$ cat src/rtl/fpu_norm_pack_if.sv
// Handshake bundle between the FPU add stage, the normalise/pack back end and its consumer.
// The slave side is the back end; the master side drives sums in and accepts packed words.
interface fpu_norm_pack_if;
    logic        in_valid;
    logic        in_ready;
    logic [27:0] in_sum;
    logic [9:0]  in_e;
    logic        in_s;
    logic        out_valid;
    logic        out_ready;
    logic [31:0] out_z;
    logic        out_ovf;
    logic        out_zero;

    modport slave (
        input  in_valid, in_sum, in_e, in_s, out_ready,
        output in_ready, out_valid, out_z, out_ovf, out_zero
    );

    modport master (
        output in_valid, in_sum, in_e, in_s, out_ready,
        input  in_ready, out_valid, out_z, out_ovf, out_zero
    );
endinterface

$ cat src/rtl/fpu_norm_pack.sv
// FPU add back end: bit-serial normalisation, round-to-nearest-even and IEEE-754 single packing.
// One operation in flight; a new sum is accepted only from IDLE.
module fpu_norm_pack #(
    parameter int EXP_W  = 10,
    parameter int MANT_W = 24,
    parameter int BIAS   = 127,
    parameter int EMIN   = -126
) (
    input logic           clk,
    input logic           rst_n,
    fpu_norm_pack_if.slave bus
);

    typedef enum logic [2:0] {
        IDLE  = 3'd0,
        ADJ   = 3'd1,
        NORM1 = 3'd2,
        NORM2 = 3'd3,
        ROUND = 3'd4,
        PACK  = 3'd5,
        DONE  = 3'd6
    } state_t;

    localparam logic signed [EXP_W-1:0] EMIN_V = EXP_W'(EMIN);
    localparam logic signed [EXP_W-1:0] EMAX_V = EXP_W'(BIAS);
    localparam logic signed [EXP_W-1:0] BIAS_V = EXP_W'(BIAS);
    localparam logic signed [EXP_W-1:0] E_ONE  = EXP_W'(1);
    localparam logic [MANT_W-1:0]       M_ONE  = MANT_W'(1);
    localparam logic [MANT_W-1:0]       M_ALL  = {MANT_W{1'b1}};

    // Nearest-even: round up above the halfway point, or exactly at it when the LSB is odd.
    function automatic logic round_up(input logic guard, input logic rnd, input logic sticky,
                                      input logic lsb);
        return guard & (rnd | sticky | lsb);
    endfunction

    state_t                   state_r,  state_s;
    logic [MANT_W+3:0]        sum_r,    sum_s;
    logic [MANT_W-1:0]        mant_r,   mant_s;
    logic                     guard_r,  guard_s;
    logic                     round_r,  round_s;
    logic                     sticky_r, sticky_s;
    logic signed [EXP_W-1:0]  exp_r,    exp_s;
    logic                     sign_r,   sign_s;
    logic [31:0]              z_r,      z_s;
    logic                     ovf_r,    ovf_s;
    logic                     zero_r,   zero_s;
    logic                     in_ready_r;
    logic                     out_valid_r;
    logic [EXP_W-1:0]         biased_s;
    logic [7:0]               exp8_s;

    assign bus.in_ready  = in_ready_r;
    assign bus.out_valid = out_valid_r;
    assign bus.out_z     = z_r;
    assign bus.out_ovf   = ovf_r;
    assign bus.out_zero  = zero_r;

    // State, datapath and output registers; handshake flags track the next state.
    always_ff @(posedge clk or negedge rst_n) begin
        if (!rst_n) begin
            state_r     <= IDLE;
            sum_r       <= '0;
            mant_r      <= '0;
            guard_r     <= 1'b0;
            round_r     <= 1'b0;
            sticky_r    <= 1'b0;
            exp_r       <= '0;
            sign_r      <= 1'b0;
            z_r         <= 32'h0000_0000;
            ovf_r       <= 1'b0;
            zero_r      <= 1'b0;
            in_ready_r  <= 1'b1;
            out_valid_r <= 1'b0;
        end else begin
            state_r     <= state_s;
            sum_r       <= sum_s;
            mant_r      <= mant_s;
            guard_r     <= guard_s;
            round_r     <= round_s;
            sticky_r    <= sticky_s;
            exp_r       <= exp_s;
            sign_r      <= sign_s;
            z_r         <= z_s;
            ovf_r       <= ovf_s;
            zero_r      <= zero_s;
            in_ready_r  <= (state_s == IDLE);
            out_valid_r <= (state_s == DONE);
        end
    end

    // Next-state and datapath update for each pipeline step.
    always_comb begin
        state_s  = state_r;
        sum_s    = sum_r;
        mant_s   = mant_r;
        guard_s  = guard_r;
        round_s  = round_r;
        sticky_s = sticky_r;
        exp_s    = exp_r;
        sign_s   = sign_r;
        z_s      = z_r;
        ovf_s    = ovf_r;
        zero_s   = zero_r;
        biased_s = exp_r + BIAS_V;
        exp8_s   = 8'h00;

        case (state_r)
            IDLE: begin
                if (bus.in_valid && in_ready_r) begin
                    sum_s   = bus.in_sum;
                    exp_s   = bus.in_e;
                    sign_s  = bus.in_s;
                    state_s = ADJ;
                end else begin
                    state_s = IDLE;
                end
            end
            ADJ: begin
                if (sum_r[MANT_W+3]) begin
                    mant_s   = sum_r[MANT_W+3:4];
                    guard_s  = sum_r[3];
                    round_s  = sum_r[2];
                    sticky_s = sum_r[1] | sum_r[0];
                    exp_s    = exp_r + E_ONE;
                end else begin
                    mant_s   = sum_r[MANT_W+2:3];
                    guard_s  = sum_r[2];
                    round_s  = sum_r[1];
                    sticky_s = sum_r[0];
                end
                // An exact zero sum is always +0.
                if (sum_r == '0) begin
                    sign_s = 1'b0;
                end else begin
                    sign_s = sign_r;
                end
                state_s = NORM1;
            end
            NORM1: begin
                if (!mant_r[MANT_W-1] && (exp_r > EMIN_V)) begin
                    mant_s  = {mant_r[MANT_W-2:0], guard_r};
                    guard_s = round_r;
                    round_s = 1'b0;
                    exp_s   = exp_r - E_ONE;
                end else begin
                    state_s = NORM2;
                end
            end
            NORM2: begin
                // Denormalise towards EMIN; bits shifted out collect into guard/round/sticky.
                if (exp_r < EMIN_V) begin
                    exp_s    = exp_r + E_ONE;
                    mant_s   = mant_r >> 1;
                    guard_s  = mant_r[0];
                    round_s  = guard_r;
                    sticky_s = sticky_r | round_r;
                end else begin
                    state_s = ROUND;
                end
            end
            ROUND: begin
                if (round_up(guard_r, round_r, sticky_r, mant_r[0])) begin
                    mant_s = mant_r + M_ONE;
                    if (mant_r == M_ALL) begin
                        exp_s = exp_r + E_ONE;
                    end else begin
                        exp_s = exp_r;
                    end
                end else begin
                    mant_s = mant_r;
                end
                state_s = PACK;
            end
            PACK: begin
                if (exp_r > EMAX_V) begin
                    z_s    = {sign_r, 8'hFF, 23'h000000};
                    ovf_s  = 1'b1;
                    zero_s = 1'b0;
                end else begin
                    if ((exp_r == EMIN_V) && !mant_r[MANT_W-1]) begin
                        exp8_s = 8'h00;
                    end else begin
                        exp8_s = biased_s[7:0];
                    end
                    z_s    = {sign_r, exp8_s, mant_r[22:0]};
                    ovf_s  = 1'b0;
                    zero_s = (exp8_s == 8'h00) && (mant_r[22:0] == 23'h000000);
                end
                state_s = DONE;
            end
            DONE: begin
                if (bus.out_ready) begin
                    state_s = IDLE;
                end else begin
                    state_s = DONE;
                end
            end
            default: begin
                state_s = IDLE;
            end
        endcase
    end

endmodule

$ cat src/flat_wrapper.sv
// flat-port wrapper written by rule: the top's interface ports become plain ports
module fpu_norm_pack_flat 
#(
    parameter int EXP_W  = 10,
    parameter int MANT_W = 24,
    parameter int BIAS   = 127,
    parameter int EMIN   = -126
)
  (clk, rst_n, bus_in_valid, bus_in_sum, bus_in_e, bus_in_s, bus_out_ready, bus_in_ready, bus_out_valid, bus_out_z, bus_out_ovf, bus_out_zero);
  fpu_norm_pack_if bus_i ();
  input logic clk;
  input logic rst_n;
  input wire logic [$bits(bus_i.in_valid)-1:0] bus_in_valid;
  input wire logic [$bits(bus_i.in_sum)-1:0] bus_in_sum;
  input wire logic [$bits(bus_i.in_e)-1:0] bus_in_e;
  input wire logic [$bits(bus_i.in_s)-1:0] bus_in_s;
  input wire logic [$bits(bus_i.out_ready)-1:0] bus_out_ready;
  output wire logic [$bits(bus_i.in_ready)-1:0] bus_in_ready;
  output wire logic [$bits(bus_i.out_valid)-1:0] bus_out_valid;
  output wire logic [$bits(bus_i.out_z)-1:0] bus_out_z;
  output wire logic [$bits(bus_i.out_ovf)-1:0] bus_out_ovf;
  output wire logic [$bits(bus_i.out_zero)-1:0] bus_out_zero;
  assign bus_i.in_valid = bus_in_valid;
  assign bus_i.in_sum = bus_in_sum;
  assign bus_i.in_e = bus_in_e;
  assign bus_i.in_s = bus_in_s;
  assign bus_i.out_ready = bus_out_ready;
  assign bus_in_ready = bus_i.in_ready;
  assign bus_out_valid = bus_i.out_valid;
  assign bus_out_z = bus_i.out_z;
  assign bus_out_ovf = bus_i.out_ovf;
  assign bus_out_zero = bus_i.out_zero;
  fpu_norm_pack #(.EXP_W(EXP_W), .MANT_W(MANT_W), .BIAS(BIAS), .EMIN(EMIN)) u_core (.clk(clk), .rst_n(rst_n), .bus(bus_i));
endmodule
$ cat config.mk
export PLATFORM = sky130hd
export DESIGN_NAME = fpu_norm_pack_flat
export DESIGN_NICKNAME = d
export VERILOG_FILES = /design/src/rtl/fpu_norm_pack_if.sv /design/src/rtl/fpu_norm_pack.sv /design/src/flat_wrapper.sv
export SDC_FILE = /design/constraint.sdc
export NUM_CORES = 1
export LEC_CHECK = 0
export ABC_CLOCK_PERIOD_IN_PS = 6550
export CAP_MARGIN = 20
export CORE_UTILIZATION = 55
export CTS_CLUSTER_DIAMETER = 100
export CTS_CLUSTER_SIZE = 40
export DETAILED_ROUTE_END_ITERATION = 16
export PLACE_DENSITY_LB_ADDON = 0.15
export SETUP_SLACK_MARGIN = 0.2
export SLEW_MARGIN = 25
export SYNTH_ARGS = -nofsm -noshare
export SYNTH_HDL_FRONTEND = slang
export SYNTH_SLANG_ARGS = --single-unit
$ cat constraint.sdc
create_clock -name clk -period 6.55 [get_ports clk]
set_input_delay 1.31 -clock clk [delete_from_list [all_inputs] [get_ports clk]]
set_output_delay 1.31 -clock clk [all_outputs]
set_load 0.02 [all_outputs]
Yosys cells after proc, flatten, opt, wreduce, memory -nomap -nowiden
Index checks and enable logic that the tools add are counted.
{"block": "classes", "add_sub_neg": 4, "n_bitwise": 4, "reduce_logical": 21, "n_lt_le_gt_ge": 3, "eq_ne": 16, "muxes": 37}
{"op": "two-way mux 24 bit", "n": 4}
{"op": "one-hot mux 24 bit (4 select lines)", "n": 1}
{"op": "two-way mux 10 bit", "n": 6}
{"op": "one-hot mux 10 bit (5 select lines)", "n": 1}
{"op": "two-way mux 31 bit", "n": 1}
{"op": "zero test 28 bit", "n": 1}
{"op": "adder 24 x 1 -> 24 bit, second input constant", "n": 1}
{"op": "equality test 24 bit, second input constant", "n": 1}
{"op": "two-way mux 8 bit", "n": 3}
{"op": "zero test 23 bit", "n": 1}
{"op": "one-hot mux 3 bit (7 select lines)", "n": 1}
{"op": "greater-than comparator 10 x 8 -> 1 bit, second input constant", "n": 2}
{"op": "inequality test 2 x 1 -> 1 bit, second input constant", "n": 7}
{"op": "two-way mux 1 bit", "n": 13}
{"op": "equality test 3 bit, second input constant", "n": 4}
{"op": "adder 10 x 2 -> 10 bit, second input constant", "n": 1}
{"op": "equality test 10 x 8 -> 1 bit, second input constant", "n": 1}
{"op": "less-than comparator 10 x 8 -> 1 bit, second input constant", "n": 1}
{"op": "subtractor 10 x 2 -> 10 bit, second input constant", "n": 1}
{"op": "two-way mux 3 bit", "n": 3}
{"op": "adder 8 bit, second input constant", "n": 1}
{"op": "zero test 8 bit", "n": 1}
{"op": "AND reduction 7 bit", "n": 1}
{"op": "equality test 3 x 2 -> 1 bit, second input constant", "n": 2}
{"op": "other kinds (15)", "n": 26}
{"block": "word_totals", "regBits": 105, "elab_cells": 98, "input_bits": 43}

Longest topological paths before layout
Gate-level depths: netlist of the first run.
{"block": "depth", "depth_word": 8, "ltp_mapped": 12}

Worst setup path before layout of the first run
Ideal clock, no wire load.
{"block": "synth_path", "path_type": "register -> register", "startpoint": "register u_core.state_r[1]", "endpoint": "register u_core.exp_r[9]", "arrival_time_ns": 3.064, "path_slack_ns": 3.392, "path_stages_with_launch": 12, "path_cell_list": "dfrtp_1 > clkbuf_1 > or2_2 > nor2_1 > a21oi_1 > ha_1 > or3_1 > or3_1 > o211ai_1 > xnor2_1 > a31o_2 > a211oi_1"}
{"block": "synth_between", "elab_chain_len": 3, "elab_cells_between_ends": 14}
{"element": "from (decl)", "line": "fpu_norm_pack.sv:37", "text": "state_t state_r, state_s;"}
{"element": "from (signal assigned)", "line": "fpu_norm_pack.sv:76", "text": "state_r <= state_s;"}
{"element": "equality test 3 x 1 -> 1 bit, or another cell as far along", "line": "fpu_norm_pack.sv:108", "text": "case (state_r)"}
{"element": "nonzero test 5 bit (no source line) / inequality test 2 x 1 -> 1 bit (equally long branches)"}
{"element": "AND reduction 7 bit (no source line)"}
{"element": "to (signal assigned)", "line": "fpu_norm_pack.sv:82", "text": "exp_r <= exp_s;"}
{"element": "to (decl)", "line": "fpu_norm_pack.sv:43", "text": "logic signed [EXP_W-1:0] exp_r, exp_s;"}
Parallel ways exist; a longest one is shown, timed or not.
A chain may end at the register's enable or synchronous reset.

Worst setup path in the final report of the first run
{"block": "layout_path", "startpoint": "register u_core.state_r[2]", "endpoint": "register u_core.exp_r[8]"}
The elaborated chain is that of the path after synthesis.

==> results of run 1 <==
-- Yosys cell counts (3+ instances only) --
cell / n / area, um^2
o21ai_0: 51 / 255.2
a21oi_1: 67 / 335.3
nand2_1: 46 / 172.7
inv_1: 14 / 52.55
nand3_1: 16 / 80.08
mux2i_1: 34 / 340.3
a21boi_0: 3 / 22.52
ha_1: 12 / 150.1
a211oi_1: 15 / 112.6
buf_2: 14 / 70.07
or3_1: 3 / 18.77
dfrtp_1: 104 / 2603
or4_1: 4 / 30.03
xor2_1: 3 / 26.28
clkbuf_1: 33 / 123.9
nor3_1: 16 / 80.08
or2_2: 4 / 25.02
nor2_1: 43 / 161.4
nand4_1: 4 / 25.02
and3_1: 7 / 43.79
nor3b_1: 4 / 30.03
o31a_1: 3 / 26.28
o21a_1: 11 / 82.58
nor2b_1: 17 / 106.4
o22ai_1: 25 / 156.4
a22o_1: 23 / 201.4
nor4_1: 12 / 75.07
buf_1: 3 / 11.26
a31oi_1: 6 / 37.54
xnor2_1: 7 / 61.31
mux2_2: 31 / 349.1
-- final cells by class --
class | count | area, um^2 | area share
Clock buffer | 15 | 287.8 | 0.03896
Clock inverter | 1 | 7.507 | 0.001016
Inverter | 15 | 56.30 | 0.007623
Multi-Input combinational cell | 504 | 3392 | 0.4593
Sequential cell | 105 | 2629 | 0.3559
Tap cell | 140 | 175.2 | 0.02372
Timing Repair Buffer | 86 | 838.3 | 0.1135
-- final timing paths --
check | to | slack (ns) | cells past startpoint
setup reg to reg | u_core.exp_r[8] | 2.85 | 10
setup / recovery | u_core.exp_r[8] | 2.85 | 10
max in group asynchronous | u_core.sum_r[19] | 4.45 | 2
min in group asynchronous | u_core.bus.out_z[24] | 0.96 | 1
hold / removal | u_core.bus.out_z[28] | 0.49 | 1
hold reg to reg | u_core.bus.out_z[28] | 0.49 | 1
-- through the flow --
stage	total power, uW	std cells	hold WS, ns	util	cell area [um^2]
detailed placement	702.2	850	0.4794	0.6454	7088
CTS	1229	866	0.4947	0.6722	7383
floorplan	663.0	678	0.4388	-	6304
finish	1217	866	0.4897	0.6725	7386
global placement	701.1	850	0.4676	0.6454	7088
global route	1261	866	0.5190	0.6725	7386
-- worst max-delay path, cell delays in order, from the launching register on --
cell and delay [ns]:
dfrtp_1 0.63, clkinv_1 0.51, a21oi_1 0.84, inv_1 0.13, fa_1 0.41, nor2b_1 0.21
o31a_1 0.20, o21ai_0 0.11, nor3b_1 0.16, o31a_1 0.29, a21oi_2 0.13
-- flip-flops by register name, summed over array words and instances (netlist names), 3 cells and up --
signal and flops:
u_core.exp_r 10, u_core.sum_r 28, u_core.state_r 3, u_core.mant_r 24, u_core.bus.out_z 32
-- cell families after synthesis --
logic type,after synthesis,synth area share
buf+inv,69,0.04605
xor+xnor,10,0.01390
mux,66,0.1112
flops,105,0.4170
simple gates,187,0.1566
compound gates,228,0.2283
fa+ha+maj,13,0.02699
-- layer usage --
metal  global-route usage  vias up  wire [um]
met5                    0        -          0
met4              0.08591        0        255
met3              0.04244       20        881
met2               0.4259      209       7137
met1               0.4283     2658       7758
li1                     -     2598          -
-- report_power, final --
group | total [uW] | switching [uW] | internal (uW)
Combinational | 39.5 | 16.6 | 22.9
Sequential | 649 | 0.687 | 648
Clock | 528 | 228 | 300
==> metrics.md, run 1 <==
| Metric | Value |
|---|---|
| Final Hold Viols | 0 |
| Global route overflow | 0 |
| Syn avg cell area | 9.297 um^2 |
| Slew margin rel. | 0.3837 |
| Distinct cells, synth | 66 |
| Detailed Routing Iterations Pass 1 | 5 |
| DP HPWL | 11470 um |
| Fraction of layout cells with a size suffix above 1 | 0.09780 |
| Initial antenna violation count | 0 |
| Reg clk slew, reported paths | 0.07 ns |
| Most frequent cells in the layout | 104 x dfrtp_1, 77 x clkdlybuf4s50_1, 67 x a21oi_1 |
| #FFs+latches synth | 105 |
| Critical Path Start Type | register |
| Clock tree buffer depth | 2 |
| Final Critical Period | 3.703 ns |
| Mapped Nets | 734 |
| Vias in the first global route | 5067 |
| Worst EP arrival | 3.98 ns |
| Req. time, crit path | 6.82 ns |
| Io pins | 79 |
| Final period utilization | 0.5654 |
| Final setup vio count | 0 |
| Total CTS buffers | 9 |
| Final WL | 16030 um |
| Unrepaired setup endpoints after global routing | no |
| CTS sink cnt | 105 |
| Cts repair resizes | 0 |
| FFs w/ async S/R, synth | 1.000 |
| Seq/Total Area, Yosys | 0.4170 |
| Vias per Instance | 6.334 |
| Crit Path Class | reg2reg |
| Ys flop type | dfrtp_1 |
| Crit end category | register |
| Pin count of the biggest net entering global routing | 58 |
| Pre-CTS setup slack | 2.984 ns |
| Power Density | 164.7 nW/um^2 |
| CTS tree | yes |
| Total die area | 11890 um^2 |
| Starting density of the core | 0.5739 |
| Post-DRT Antenna Nets | 0 |
| Filler cell count | 885 |
| Maximum fanout along the worst path | 16 |
| Pleak | 0.003077 uW |
| Setup bufs post-CTS | 0 |
| First-pass GRT wire length | 26320 um |
| Row cnt | 38 |
| HP Start | u_core.bus.out_z[28] |
| Clk root buf | clkbuf_16 |
| DRC viols | 0 |
| Worst slew pin tran | 0.9176 ns |
| Routed vias | 5485 |
| DRT iter0 DRCs | 595 |
| H-tree depth | 3 |
| Total global-route track usage | 0.2866 |
| Hold WC Path Type | reg2reg |
| Core Area | 10980 um^2 |
| Setup TNS | 0 ns |
| Nets@finish | 777 |
| PortBufs | 78 |
| Hold buffers post-CTS | 0 |
| Area Overhead vs Synth | 17.17% |
| VDD IR max | 0.0002097 V |
| Routed wire per std cell | 18.51 um |
| Mapped Area | 6304 um^2 |
| N_diodes | 0 |
| Post-synth EDFFs | 0 |
| Clk_skew | 0.01274 ns |
| Synth Warn # | 0 |
| Cells after synthesis | 678 |
| Gpl congestion | 0.9437 |
| Die H | 109.1 um |
| Reg-to-Reg Start | u_core.state_r[2] |
| Worst skew pair latency | 0.35 ns |
| Most common cell after layout, fill and taps aside | dfrtp_1 |
| Origin of the worst setup path | u_core.state_r[2] |
| Maximum clock frequency | 0.2700 GHz |
| Final setup margin | 2.847 ns |
| Status | completed |
| Pins over their slew limit | 0 |
| Total of max-cap violations | 0 |
| Chip width | 109.1 um |
No activity file was read; power rests on OpenSTA's default activity.
==> inputs of run 2 (changes only) <==
--- a/config.mk
+++ b/config.mk
@@ -5,7 +5,7 @@
 export SDC_FILE = /design/constraint.sdc
 export NUM_CORES = 1
 export LEC_CHECK = 0
-export ABC_CLOCK_PERIOD_IN_PS = 6550
+export ABC_CLOCK_PERIOD_IN_PS = 3800
 export CAP_MARGIN = 20
 export CORE_UTILIZATION = 55
 export CTS_CLUSTER_DIAMETER = 100
==> constraint.sdc (replaced) <==
create_clock -name clk -period 3.8 [get_ports clk]
set_input_delay 0.76 -clock clk [delete_from_list [all_inputs] [get_ports clk]]
set_output_delay 0.76 -clock clk [all_outputs]
set_load 0.02 [all_outputs]
==> metrics.md, run 2 (synthesized netlist as in run 1, its figures left out) <==
| Metric | Value |
|---|---|
| Status | completed (unchanged) |
| Starting density of the core | 0.5739 (unchanged) |
| First-pass GRT wire length | 26340 um (was 26320 um) |
| Total global-route track usage | 0.2908 (was 0.2866) |
| Most frequent cells in the layout | 104 x dfrtp_1, 77 x clkdlybuf4s50_1, 67 x a21oi_1 (unchanged) |
| Clock tree buffer depth | 2 (unchanged) |
| Slew margin rel. | 0.3587 (was 0.3837) |
| Area post-placement | 7156 um^2 (was 7088 um^2) |
| N_diodes | 0 (unchanged) |
| VDD IR max | 0.0004104 V (was 0.0002097 V) |
| Total CTS buffers | 9 (unchanged) |
| Reg clk slew, reported paths | 0.07 ns (about the same) |
| Total of max-cap violations | 0 (unchanged) |
| Final Hold Viols | 0 (unchanged) |
| Die H | 109.1 um (unchanged) |
| DP HPWL | 11540 um (was 11470 um) |
| Row cnt | 38 (unchanged) |
| Clk root buf | clkbuf_16 (unchanged) |
| Chip width | 109.1 um (unchanged) |
| Io pins | 79 (unchanged) |
| Gpl congestion | 0.8689 (was 0.9437) |
| Setup bufs post-CTS | 0 (unchanged) |
| Initial antenna violation count | 0 (unchanged) |
| Maximum clock frequency | 0.3254 GHz (was 0.2700 GHz) |
| Routed vias | 5483 (was 5485) |
| Pins over their slew limit | 0 (unchanged) |
| Worst skew pair latency | 0.36 ns (was 0.35 ns) |
| Vias per Instance | 6.266 (was 6.334) |
| Worst EP arrival | 3.34 ns (was 3.98 ns) |
| Critical Path Start Type | register (unchanged) |
| DRC viols | 0 (unchanged) |
| Most common cell after layout, fill and taps aside | dfrtp_1 (unchanged) |
| Fraction of layout cells with a size suffix above 1 | 0.1075 (was 0.09780) |
| Largest register FFs | 32 (unchanged) |
| PortBufs | 78 (unchanged) |
| Final core occ | 0.6812 (was 0.6725) |
| Area Overhead vs Synth | 18.70% (was 17.17%) |
| Hold WC Path Type | in2async (was reg2reg) |
| Setup TNS | 0 ns (unchanged) |
| Power Density | 293.7 nW/um^2 (was 164.7 nW/um^2) |
| Pin count of the biggest net entering global routing | 84 (was 58) |
| Req. time, crit path | 4.07 ns (was 6.82 ns) |
| Cts repair resizes | 0 (unchanged) |
| Routed wire per std cell | 18.49 um (was 18.51 um) |
| Clk_skew | 0.007374 ns (was 0.01274 ns) |
| Maximum fanout along the worst path | 12 (was 16) |
| Final setup vio count | 0 (unchanged) |
| Final period utilization | 0.8086 (was 0.5654) |
| Unrepaired setup endpoints after global routing | no (unchanged) |
| CTS sink cnt | 105 (unchanged) |
| Pleak | 0.003129 uW (was 0.003077 uW) |
| Final Critical Period | 3.073 ns (was 3.703 ns) |
| Global route overflow | 0 (unchanged) |
| Core Area | 10980 um^2 (unchanged) |
| Hold buffers post-CTS | 0 (unchanged) |
| Total die area | 11890 um^2 (unchanged) |
| Vias in the first global route | 5073 (was 5067) |
| H-tree depth | 3 (unchanged) |
| Post-DRT Antenna Nets | 0 (unchanged) |
| Final instance area | 7482 um^2 (was 7386 um^2) |
| Worst slew pin tran | 0.9619 ns (was 0.9176 ns) |
| DRT iter0 DRCs | 547 (was 595) |
| Detailed Routing Iterations Pass 1 | 6 (was 5) |
| CTS tree | yes (unchanged) |
| Final WL | 16180 um (was 16030 um) |
| Crit end category | register (unchanged) |
| Nets@finish | 786 (was 777) |
| Crit Path Class | reg2reg (unchanged) |
run 2: changes by cell type in the layout (fill, tap and decap cells not counted), sizes merged:
cell,delta
bufinv,+2
clkbuf,-3
buf,+9
clkinv,+1
run 2: layout make-up:
type                       count  area (um^2)
timing repair buffer          95        909.6
inverter                      15        56.30
sequential                   105         2629
clock buffer                  12        246.5
clock inverter                 4        76.32
tap                          140        175.2
fill                         900         3501
multi-input combinational    504         3390
run 2: metrics by stage:
stage / cells / total power (uW) / setup WS, ns / hold WS, ns
after global placement: 859 / 1208 / 0.8736 / 0.4607
after CTS: 875 / 2219 / 0.7342 / 0.4904
after floorplan: 678 / 1143 / 0.6423 / 0.4388
final: 875 / 2197 / 0.7272 / 0.4144
after global routing: 875 / 2263 / 0.4956 / 0.5085
after detailed placement: 859 / 1209 / 0.7492 / 0.4698
run 2: per-layer routing:
layer	global-route usage	part of all wire	up-vias
met2	0.4160	0.44	249
met5	0	0	-
li1	-	-	2625
met4	0.09653	0.017	0
met1	0.4321	0.46	2586
met3	0.06455	0.081	23
run 2: final timing paths:
| check | slack [ns] | cells after the start | start | endpoint |
|---|---|---|---|---|
| max reg2reg | 0.73 | 11 | u_core.state_r[1] | u_core.exp_r[9] |
| max in group asynchronous | 2.52 | 2 | rst_n | u_core.sum_r[27] |
| min reg2reg | 0.49 | 1 | u_core.bus.out_z[23] | u_core.bus.out_z[23] |
| min in group clk | 0.49 | 1 | u_core.bus.out_z[23] | u_core.bus.out_z[23] |
| min | 0.41 | 1 | rst_n | u_core.bus.out_z[28] |
| max | 0.73 | 11 | u_core.state_r[1] | u_core.exp_r[9] |
run 2: critical path, cell delays in order (launching register included):
cell      delay [ns]
dfrtp_1         0.39
or2_2           0.43
nor2_1          0.18
a21oi_1         0.06
buf_4           0.20
ha_1            0.24
or3_1           0.40
or3_1           0.32
o211ai_1        0.19
xnor2_1         0.11
a31o_2          0.26
a211oi_1        0.21
run 2: power breakdown:
part           switching (uW)  total [uW]  leakage (uW)  internal (uW)
Clock                     414        1010      0.000153            597
Combinational            28.0        67.8       0.00155           39.8
Sequential               1.23        1120       0.00143           1120
Total                     443        2200       0.00313           1750
==> inputs of run 3 (changes only) <==
--- a/config.mk
+++ b/config.mk
@@ -5,9 +5,9 @@
 export SDC_FILE = /design/constraint.sdc
 export NUM_CORES = 1
 export LEC_CHECK = 0
-export ABC_CLOCK_PERIOD_IN_PS = 3800
+export ABC_CLOCK_PERIOD_IN_PS = 2550
 export CAP_MARGIN = 20
-export CORE_UTILIZATION = 55
+export CORE_UTILIZATION = 51
 export CTS_CLUSTER_DIAMETER = 100
 export CTS_CLUSTER_SIZE = 40
 export DETAILED_ROUTE_END_ITERATION = 16
==> constraint.sdc (replaced) <==
create_clock -name clk -period 2.55 [get_ports clk]
set_input_delay 0.51 -clock clk [delete_from_list [all_inputs] [get_ports clk]]
set_output_delay 0.51 -clock clk [all_outputs]
set_load 0.02 [all_outputs]
==> metrics.md, run 3 (synthesized netlist as in run 1, its figures left out) <==
| Metric | Value |
|---|---|
| Non-Filler Instances | 931 (was 875) |
| DRT iter0 DRCs | 525 (was 547) |
| Worst EP arrival | 2.78 ns (was 3.34 ns) |
| N_diodes | 0 (unchanged) |
| Clock tree buffer depth | 2 (unchanged) |
| Pleak | 0.003455 uW (was 0.003129 uW) |
| Vias per Instance | 6.307 (was 6.266) |
| Worst slew pin tran | 0.6698 ns (was 0.9619 ns) |
| Row cnt | 40 (was 38) |
| Post-DRT Antenna Nets | 0 (unchanged) |
| Maximum fanout along the worst path | 5 (was 12) |
| Chip width | 113.2 um (was 109.1 um) |
| Area of the multi-input gates | 3645 um^2 (was 3390 um^2) |
| Filler cell count | 929 (was 900) |
| Die H | 113.2 um (was 109.1 um) |
| Clk root buf | clkbuf_16 (unchanged) |
| Routed wire per std cell | 18.86 um (was 18.49 um) |
| Detailed Routing Iterations Pass 1 | 6 (unchanged) |
| DRC viols | 0 (unchanged) |
| Pins over their slew limit | 0 (unchanged) |
| Maximum clock frequency | 0.3987 GHz (was 0.3254 GHz) |
| Crit end category | register (unchanged) |
| Slew margin rel. | 0.5535 (was 0.3587) |
| VDD IR max | 0.0003393 V (was 0.0004104 V) |
| Final period utilization | 0.9835 (was 0.8086) |
| Unrepaired setup endpoints after global routing | yes (was no) |
| Final Critical Period | 2.508 ns (was 3.073 ns) |
| CTS sink cnt | 105 (unchanged) |
| Final WL | 17560 um (was 16180 um) |
| Gpl congestion | 0.8886 (was 0.8689) |
| Critical Path Start Type | register (unchanged) |
| Final setup vio count | 0 (unchanged) |
| Vias in the first global route | 5484 (was 5073) |
| Fraction of layout cells with a size suffix above 1 | 0.2117 (was 0.1075) |
| H-tree depth | 3 (unchanged) |
| Power Density | 398.3 nW/um^2 (was 293.7 nW/um^2) |
| Global route overflow | 0 (unchanged) |
| Total global-route track usage | 0.2804 (was 0.2908) |
| Largest register FFs | 32 (unchanged) |
| Pin count of the biggest net entering global routing | 106 (was 84) |
| Most frequent cells in the layout | 102 x dfrtp_1, 77 x clkdlybuf4s50_1, 62 x a21oi_1 (was 104 x dfrtp_1, 77 x clkdlybuf4s50_1, 67 x a21oi_1) |
| Worst setup path endpoint | u_core.exp_r[9] (unchanged) |
| First-pass GRT wire length | 28230 um (was 26340 um) |
| Clk_skew | 0.009335 ns (was 0.007374 ns) |
| Reg2reg path depth | 10 (was 11) |
| Core Area | 12010 um^2 (was 10980 um^2) |
| Setup TNS | 0 ns (unchanged) |
| Placed cell count | 901 (was 859) |
| Area post-placement | 7535 um^2 (was 7156 um^2) |
| Reg-to-Reg Start | u_core.state_r[1] (unchanged) |
| FF+latch area | 2631 um^2 (was 2629 um^2) |
| Hold WC Path Type | in2async (unchanged) |
| Final core occ | 0.6799 (was 0.6812) |
| Status | completed (unchanged) |
| R2r setup slk | 0.04 ns (was 0.73 ns) |
| Crit Path Class | reg2reg (unchanged) |
| PortBufs | 78 (unchanged) |
| Initial antenna violation count | 0 (unchanged) |
| CTS tree | yes (unchanged) |
| Req. time, crit path | 2.82 ns (was 4.07 ns) |
| Area Overhead vs Synth | 29.56% (was 18.70%) |
| Final Hold Viols | 0 (unchanged) |
| Io pins | 79 (unchanged) |
| DP HPWL | 11960 um (was 11540 um) |
| Worst skew pair latency | 0.35 ns (was 0.36 ns) |
| Total CTS buffers | 9 (unchanged) |
| Reg clk slew, reported paths | 0.07 ns (about the same) |
| Nets@finish | 836 (was 786) |
| Total die area | 12810 um^2 (was 11890 um^2) |
| Starting density of the core | 0.5248 (was 0.5739) |
| R2R Path End | u_core.exp_r[9] (unchanged) |
| Origin of the worst setup path | u_core.state_r[1] (unchanged) |
| Routed vias | 5872 (was 5483) |
| Final instance area | 8167 um^2 (was 7482 um^2) |
| Total of max-cap violations | 0 (unchanged) |
| Most common cell after layout, fill and taps aside | dfrtp_1 (unchanged) |
## run 3: what timing repair did
action,4_1_cts,5_1_grt
gates resized for setup,14,46
hold buffers,0,0
buffers inserted,8,5
pin swaps,14,16
gates cloned,0,2
endpoints found under the setup margin,19,37
## run 3: layout make-up
type | count | share of cell area
Clock buffer | 12 | 0.03018
Sequential cell | 105 | 0.3222
Tap cell | 147 | 0.02252
Timing Repair Buffer | 143 | 0.1630
Multi-Input combinational cell | 506 | 0.4463
Clock inverter | 3 | 0.007967
Inverter | 15 | 0.007814
## run 3: routing by layer
metal | up-vias | GRT usage | routed length, um
li1 | 2721 | - | -
met1 | 2811 | 0.3974 | 7774
met2 | 303 | 0.4241 | 7895
met3 | 37 | 0.06160 | 1478
met4 | 0 | 0.09825 | 406
met5 | - | 0 | 0
## run 3: worst max-delay path, stage by stage (launching register included)
cell,delay [ns]
dfrtp_1,0.39
or2_4,0.27
nor2_4,0.14
a21oi_4,0.07
ha_2,0.19
or3_1,0.35
or3_1,0.31
o211ai_1,0.22
xnor2_1,0.12
a31o_2,0.22
a211oi_2,0.16
## run 3: power by group
| group | switching [uW] | internal, uW |
|---|---|---|
| Sequential | 1.86 | 1670 |
| Clock | 599 | 881 |
| Combinational | 43.1 | 61.2 |
| Total | 644 | 2610 |
## run 3: worst min-delay path by stage
stage	slack [ns]	to	cells after the start
detailed placement	0.47	u_core.bus.out_z[31]	2
floorplan	0.21	u_core.bus.out_ovf	0
global placement	0.46	u_core.bus.out_z[31]	2
global route	0.26	u_core.bus.out_z[27]	2
CTS	0.24	u_core.bus.out_z[29]	2
finish	0.18	u_core.exp_r[3]	2
## run 3: metrics by stage
stage / total power (uW) / setup WS, ns / hold WS, ns
after CTS: 3278 / 0.06800 / 0.2448
after global placement: 1805 / 0.06910 / 0.4604
after floorplan: 1703 / -0.1490 / 0.2144
final: 3253 / 0.04209 / 0.1818
after detailed placement: 1806 / -0.02191 / 0.4730
after global routing: 3353 / -0.07051 / 0.2619
